File: src/rtl/cu_pkg.sv
// cu_pkg: shared state encoding, opcode and ALU control constants for the multicycle control unit
package cu_pkg;
  typedef enum logic [2:0] {S_IDLE, S_FETCH, S_DECODE, S_EXEC, S_MEM, S_WB, S_HALT} state_t;
  localparam logic [2:0] OP_ADD   = 3'd0;
  localparam logic [2:0] OP_SUB   = 3'd1;
  localparam logic [2:0] OP_AND   = 3'd2;
  localparam logic [2:0] OP_OR    = 3'd3;
  localparam logic [2:0] OP_LOAD  = 3'd4;
  localparam logic [2:0] OP_STORE = 3'd5;
  localparam logic [2:0] OP_JUMP  = 3'd6;
  localparam logic [2:0] OP_BEQ   = 3'd7;
  localparam logic [1:0] ALU_ADD  = 2'd0;
  localparam logic [1:0] ALU_SUB  = 2'd1;
  localparam logic [1:0] ALU_AND  = 2'd2;
  localparam logic [1:0] ALU_OR   = 2'd3;
endpackage

File: src/rtl/cu_op_decode.sv
// cu_op_decode: classifies the latched opcode and selects the ALU operation for EXEC
module cu_op_decode
  import cu_pkg::*;
#(
  parameter int OP_W  = 3,
  parameter int ALU_W = 2
) (
  input  logic [OP_W-1:0]  op_i,
  output logic             is_alu_o,
  output logic             is_load_o,
  output logic             is_store_o,
  output logic             is_jump_o,
  output logic             is_beq_o,
  output logic             is_illegal_o,
  output logic [ALU_W-1:0] alu_sel_o
);
  logic [2:0] code;
  assign code         = op_i[2:0];
  assign is_illegal_o = |(op_i >> 3);
  assign is_alu_o     = !is_illegal_o && !code[2];
  assign is_load_o    = !is_illegal_o && code == OP_LOAD;
  assign is_store_o   = !is_illegal_o && code == OP_STORE;
  assign is_jump_o    = !is_illegal_o && code == OP_JUMP;
  assign is_beq_o     = !is_illegal_o && code == OP_BEQ;
  // Memory ops use the adder for address generation; BEQ compares by subtraction
  assign alu_sel_o    = is_alu_o ? ALU_W'(code[1:0]) : is_beq_o ? ALU_W'(ALU_SUB) : ALU_W'(ALU_ADD);
endmodule

File: src/rtl/multicycle_control_unit.sv
// multicycle_control_unit: FETCH/DECODE/EXEC/MEM/WB sequencer with memory-ready handshake
module multicycle_control_unit
  import cu_pkg::*;
#(
  parameter int OP_W  = 3,
  parameter int ALU_W = 2
) (
  input  logic             clk,
  input  logic             rst_n,
  input  logic             run,
  input  logic [OP_W-1:0]  op,
  input  logic             zero,
  input  logic             mem_ready,
  output logic             ir_write,
  output logic             pc_write,
  output logic             pc_src,
  output logic [ALU_W-1:0] alu_control,
  output logic             reg_write,
  output logic             mem_read,
  output logic             mem_write,
  output logic             branch_taken,
  output logic             busy,
  output logic             illegal
);
  state_t            state_q;
  logic [OP_W-1:0]   op_q;
  logic              illegal_q;
  logic              is_alu, is_load, is_store, is_jump, is_beq, is_illegal;
  logic [ALU_W-1:0]  alu_sel;
  logic              redirect;
  state_t            end_s;
  cu_op_decode #(.OP_W(OP_W), .ALU_W(ALU_W)) u_dec (
    .op_i        (op_q),
    .is_alu_o    (is_alu),
    .is_load_o   (is_load),
    .is_store_o  (is_store),
    .is_jump_o   (is_jump),
    .is_beq_o    (is_beq),
    .is_illegal_o(is_illegal),
    .alu_sel_o   (alu_sel)
  );
  assign end_s = run ? S_FETCH : S_IDLE;
  always_ff @(posedge clk) begin
    if (!rst_n) begin
      state_q   <= S_IDLE;
      op_q      <= '0;
      illegal_q <= 1'b0;
    end else begin
      case (state_q)
        S_IDLE:   state_q <= run ? S_FETCH : S_IDLE;
        S_FETCH:
          if (mem_ready) begin
            op_q    <= op;
            state_q <= S_DECODE;
          end
        S_DECODE:
          if (is_illegal) begin
            illegal_q <= 1'b1;
            state_q   <= S_HALT;
          end else state_q <= S_EXEC;
        S_EXEC:   state_q <= is_alu ? S_WB : (is_load || is_store) ? S_MEM : end_s;
        S_MEM:    if (mem_ready) state_q <= is_load ? S_WB : end_s;
        S_WB:     state_q <= end_s;
        S_HALT:   state_q <= S_HALT;
        default:  state_q <= S_IDLE;
      endcase
    end
  end
  always_comb begin
    redirect     = state_q == S_EXEC && (is_jump || (is_beq && zero));
    ir_write     = state_q == S_FETCH && mem_ready;
    pc_write     = ir_write || redirect;
    pc_src       = redirect;
    branch_taken = redirect;
    alu_control  = state_q == S_EXEC ? alu_sel : '0;
    reg_write    = state_q == S_WB;
    mem_read     = state_q == S_FETCH || (state_q == S_MEM && is_load);
    mem_write    = state_q == S_MEM && is_store;
    busy         = state_q != S_IDLE && state_q != S_HALT;
    illegal      = illegal_q;
  end
endmodule
File: config.mk
export PLATFORM = sky130hd
export DESIGN_NAME = multicycle_control_unit
export DESIGN_NICKNAME = d
export VERILOG_FILES = /design/src/rtl/cu_pkg.sv /design/src/rtl/cu_op_decode.sv /design/src/rtl/multicycle_control_unit.sv
export SDC_FILE = /design/constraint.sdc
export NUM_CORES = 1
export LEC_CHECK = 0
export CORE_AREA = 4 4 41 43
export DETAILED_ROUTE_END_ITERATION = 8
export DIE_AREA = 0 0 45 47
export PLACE_DENSITY = 0.71
export SYNTH_ARGS = -nofsm -noshare
export SYNTH_HDL_FRONTEND = slang
export SYNTH_SLANG_ARGS = --single-unit
File: constraint.sdc
create_clock -name clk -period 1.3 [get_ports clk]
set_input_delay 0.195 -clock clk [delete_from_list [all_inputs] [get_ports clk]]
set_output_delay 0.195 -clock clk [all_outputs]
set_load 0.01 [all_outputs]
==> metrics.yaml <==
status: "complete, but fails checks"
failed_checks: "negative setup slack"
max-vdd-ir-drop_mv: 0.4956
intPower_mw: 0.4825
total_power_mw: 0.6898
min-delay-path-class: "in -> reg"
number_of_antenna_violating_nets_in_the_routed_design: 0
timing.final.setup_violations: 9
library_cell_with_the_largest_summed_area_after_synthesis: "sky130_fd_sc_hd__dfxtp_1"
synth.area.top_cells: "sky130_fd_sc_hd__dfxtp_1, sky130_fd_sc_hd__nor2b_1, sky130_fd_sc_hd__mux2i_1, sky130_fd_sc_hd__buf_4, sky130_fd_sc_hd__nand4bb_1"
floorplan.die.height_um: 47
layout.cells.most_common: "sky130_fd_sc_hd__buf_4"
detail_route.iter0.violations: 4
cts_sinks: 6
ctsLongestPathBuffers: 2
fin_skew_ps: 2.426
diodes: 0
synth_top_area_share_pct: 23.30
fp.dieArea_um2: 2115
r2r.worst_path.cells: 6
detailedPlace.worstSlack_ps: -412.1
finish.utilization_pct: 73.85
first_pass_iters: 4
floorplan.initialDensity_pct: 39.62
post_synthesis_async_set_or_reset_flop_share_pct: 0
share_seq_of_total_power_pct: 31.4
postSynthAreaPerCell_um2: 8.314
routabilityCongestion: 0.8548
layout-drive-gt1-share_pct: 55.67
grt_antenna_before_repair: 0
slowest_delay_ps: 340
power_switching_mw: 0.2072
number_of_global_route_vias_before_repair: 571
fin_setup_tns_ps: -352.7
worst_ep_arrival_time_ps: 1190
clockRootBuffer: "sky130_fd_sc_hd__clkbuf_4"
place.port_buffers: 17
crit_path_cell_trace: "buf_6, buf_12, xnor2_4, nand2b_4, buf_2"
gr-total-overflow: 0
mappedNetlistNets: 70
timing_hold_violations_final: 0
hold_path_depth: 3
layout.area.seq_um2: 133.9
fmax_mhz: 720.4
synth_seq_area_share_pct: 23.30
num-nets-final: 107
layout.cells.non_filler: 112
vias_after_detailed_routing: 588
power.density_nw_per_um2: 717.8
synth_cell_types: 31
synth_edf_count: 0
wire_length_of_the_first_global_routing_pass_um: 2311
clkLatencyLatePin_ps: 250
ys.warnings.count: 0
track_usage_pct: 15.21
synth.cell_area_um2: 515.5
cap_viol_max_count: 0
rows: 13
clk_transition_reported_paths_ps: 40
power.share.clock_pct: 25.1
place.detailed.hpwl_um: 1053
predominant_post_synthesis_flop_cell: "sky130_fd_sc_hd__dfxtp_1"
rsz0062_at_grt: "yes"
area_used_by_multi_input_combinational_logic_um2: 430.4
h-tree-depth: 1
share_comb_of_total_power_pct: 43.5
most-common-layout-cells: "sky130_fd_sc_hd__buf_4, sky130_fd_sc_hd__buf_6, sky130_fd_sc_hd__buf_2"
timing.critical_path.slowest_stage_cell: "sky130_fd_sc_hd__dfxtp_2"
worstSetupPathDepth: 5
count_of_state_elements_after_synthesis: 6
finish.instance_area_um2: 960.9
die-width_um: 45
power.leakage_nw: 0.4063
buffers_plus_inverters_on_the_worst_setup_path: 3
drt_wl_cell_um: 14.34
routed_via_density: 5.250
route.detailed.drc: 0
standard_cell_area_after_detailed_placement_um2: 808.3
crit_type: "reg -> out"
worstPathRequired_ps: 1110
synthCells: 62
nFillCells: 93
critical_path_peak_fanout: 6
cts_made_buffers: 3
period_share_pct: 106.8
placed_cells_incl_taps: 106
hold_slack_ps: 565.6
setup_slack_ps: -88.08
period_needed_ps: 1388
worst_setup_path_end_kind: "output pin"
io_pins: 19
overall_routed_net_length_um: 1606
areaGrowthSynthToFinish_pct: 86.41
clock_tree_from_tritoncts: "built"
core_area_um2: 1301
worst_setup_path_start_kind: "flip-flop"
maximum_number_of_pins_on_one_net_before_global_route_repair: 9
maxSlewViolCount: 0
cell_family_with_the_largest_share_of_critical_path_delay: "buffers and inverters"
power.share.switching_pct: 30.04
==> state kept, by name, summed over array words and instances (netlist names) <==
signal / flops
op_q: 3
state_q: 3
==> power by group through the flow <==
stage	clock, mW	combinational, mW	sequential, mW
final	0.173	0.300	0.217
after global routing	0.194	0.322	0.219
after CTS	0.174	0.259	0.214
after detailed placement	0	0.246	0.214
after global placement	0	0.243	0.214
after floorplan	0	0.128	0.212
==> synth_stat cells, types with 2 or more instances <==
| library cell | instances |
|---|---|
| sky130_fd_sc_hd__nand4bb_1 | 2 |
| sky130_fd_sc_hd__nor3b_1 | 2 |
| sky130_fd_sc_hd__buf_4 | 3 |
| sky130_fd_sc_hd__o211ai_1 | 2 |
| sky130_fd_sc_hd__dfxtp_1 | 6 |
| sky130_fd_sc_hd__nor2_1 | 3 |
| sky130_fd_sc_hd__mux2i_1 | 3 |
| sky130_fd_sc_hd__inv_1 | 2 |
| sky130_fd_sc_hd__nor2b_1 | 6 |
| sky130_fd_sc_hd__a21oi_1 | 4 |
| sky130_fd_sc_hd__nor3_1 | 3 |
| sky130_fd_sc_hd__buf_2 | 2 |
| sky130_fd_sc_hd__o21a_1 | 3 |
| sky130_fd_sc_hd__nand2b_1 | 3 |
| sky130_fd_sc_hd__o21ai_1 | 2 |
==> kinds of logic after synthesis <==
group | after synthesis | share of synthesized area, %
AND/OR/NAND/NOR | 25 | 34.46
buffers and inverters | 8 | 9.952
other | 1 | 0.7275
AO/OA/AOI/OAI | 16 | 19.66
flip-flops | 6 | 23.30
XOR/XNOR | 1 | 1.699
multiplexers | 5 | 10.19
==> area by class of cell <==
class,instances,area share [%]
multi-input cells,48,44.79
repair buffers,38,36.20
flip-flops and latches,6,13.93
clock buffers,3,2.344
well taps,15,1.953
inverters,2,0.7812
==> routing by layer <==
metal	up-vias	global-route usage, %	part of all wire [%]
met1	274	17.43	37
met4	0	7.602	1.2
li1	290	-	-
met3	2	2.299	6.4
met2	22	27.40	55
met5	-	0	0
==> path summary, 6_finish.rpt <==
path / start / endpoint / slack (ps)
max: state_q[2]$_SDFFE_PN0P_ / busy / -90
min: op[0] / op_q[0]$_SDFFE_PN0P_ / 570
max reg2reg: state_q[2]$_SDFFE_PN0P_ / state_q[2]$_SDFFE_PN0P_ / 20
min reg2reg: op_q[1]$_SDFFE_PN0P_ / op_q[1]$_SDFFE_PN0P_ / 690
==> worst reg2reg max path, stage by stage (launching register included) <==
cell	delay, ps
sky130_fd_sc_hd__dfxtp_2	360
sky130_fd_sc_hd__buf_6	140
sky130_fd_sc_hd__inv_1	50
sky130_fd_sc_hd__buf_4	130
sky130_fd_sc_hd__mux2_1	310
sky130_fd_sc_hd__a21oi_1	110
sky130_fd_sc_hd__o21a_1	120
==> timing repair <==
action	CTS	global route
hold buffers	0	0
gates resized for setup	56	17
pin swaps	2	3
setup endpoints to repair	13	13
buffers inserted	2	1
No activity file was read; power rests on OpenSTA's default activity.
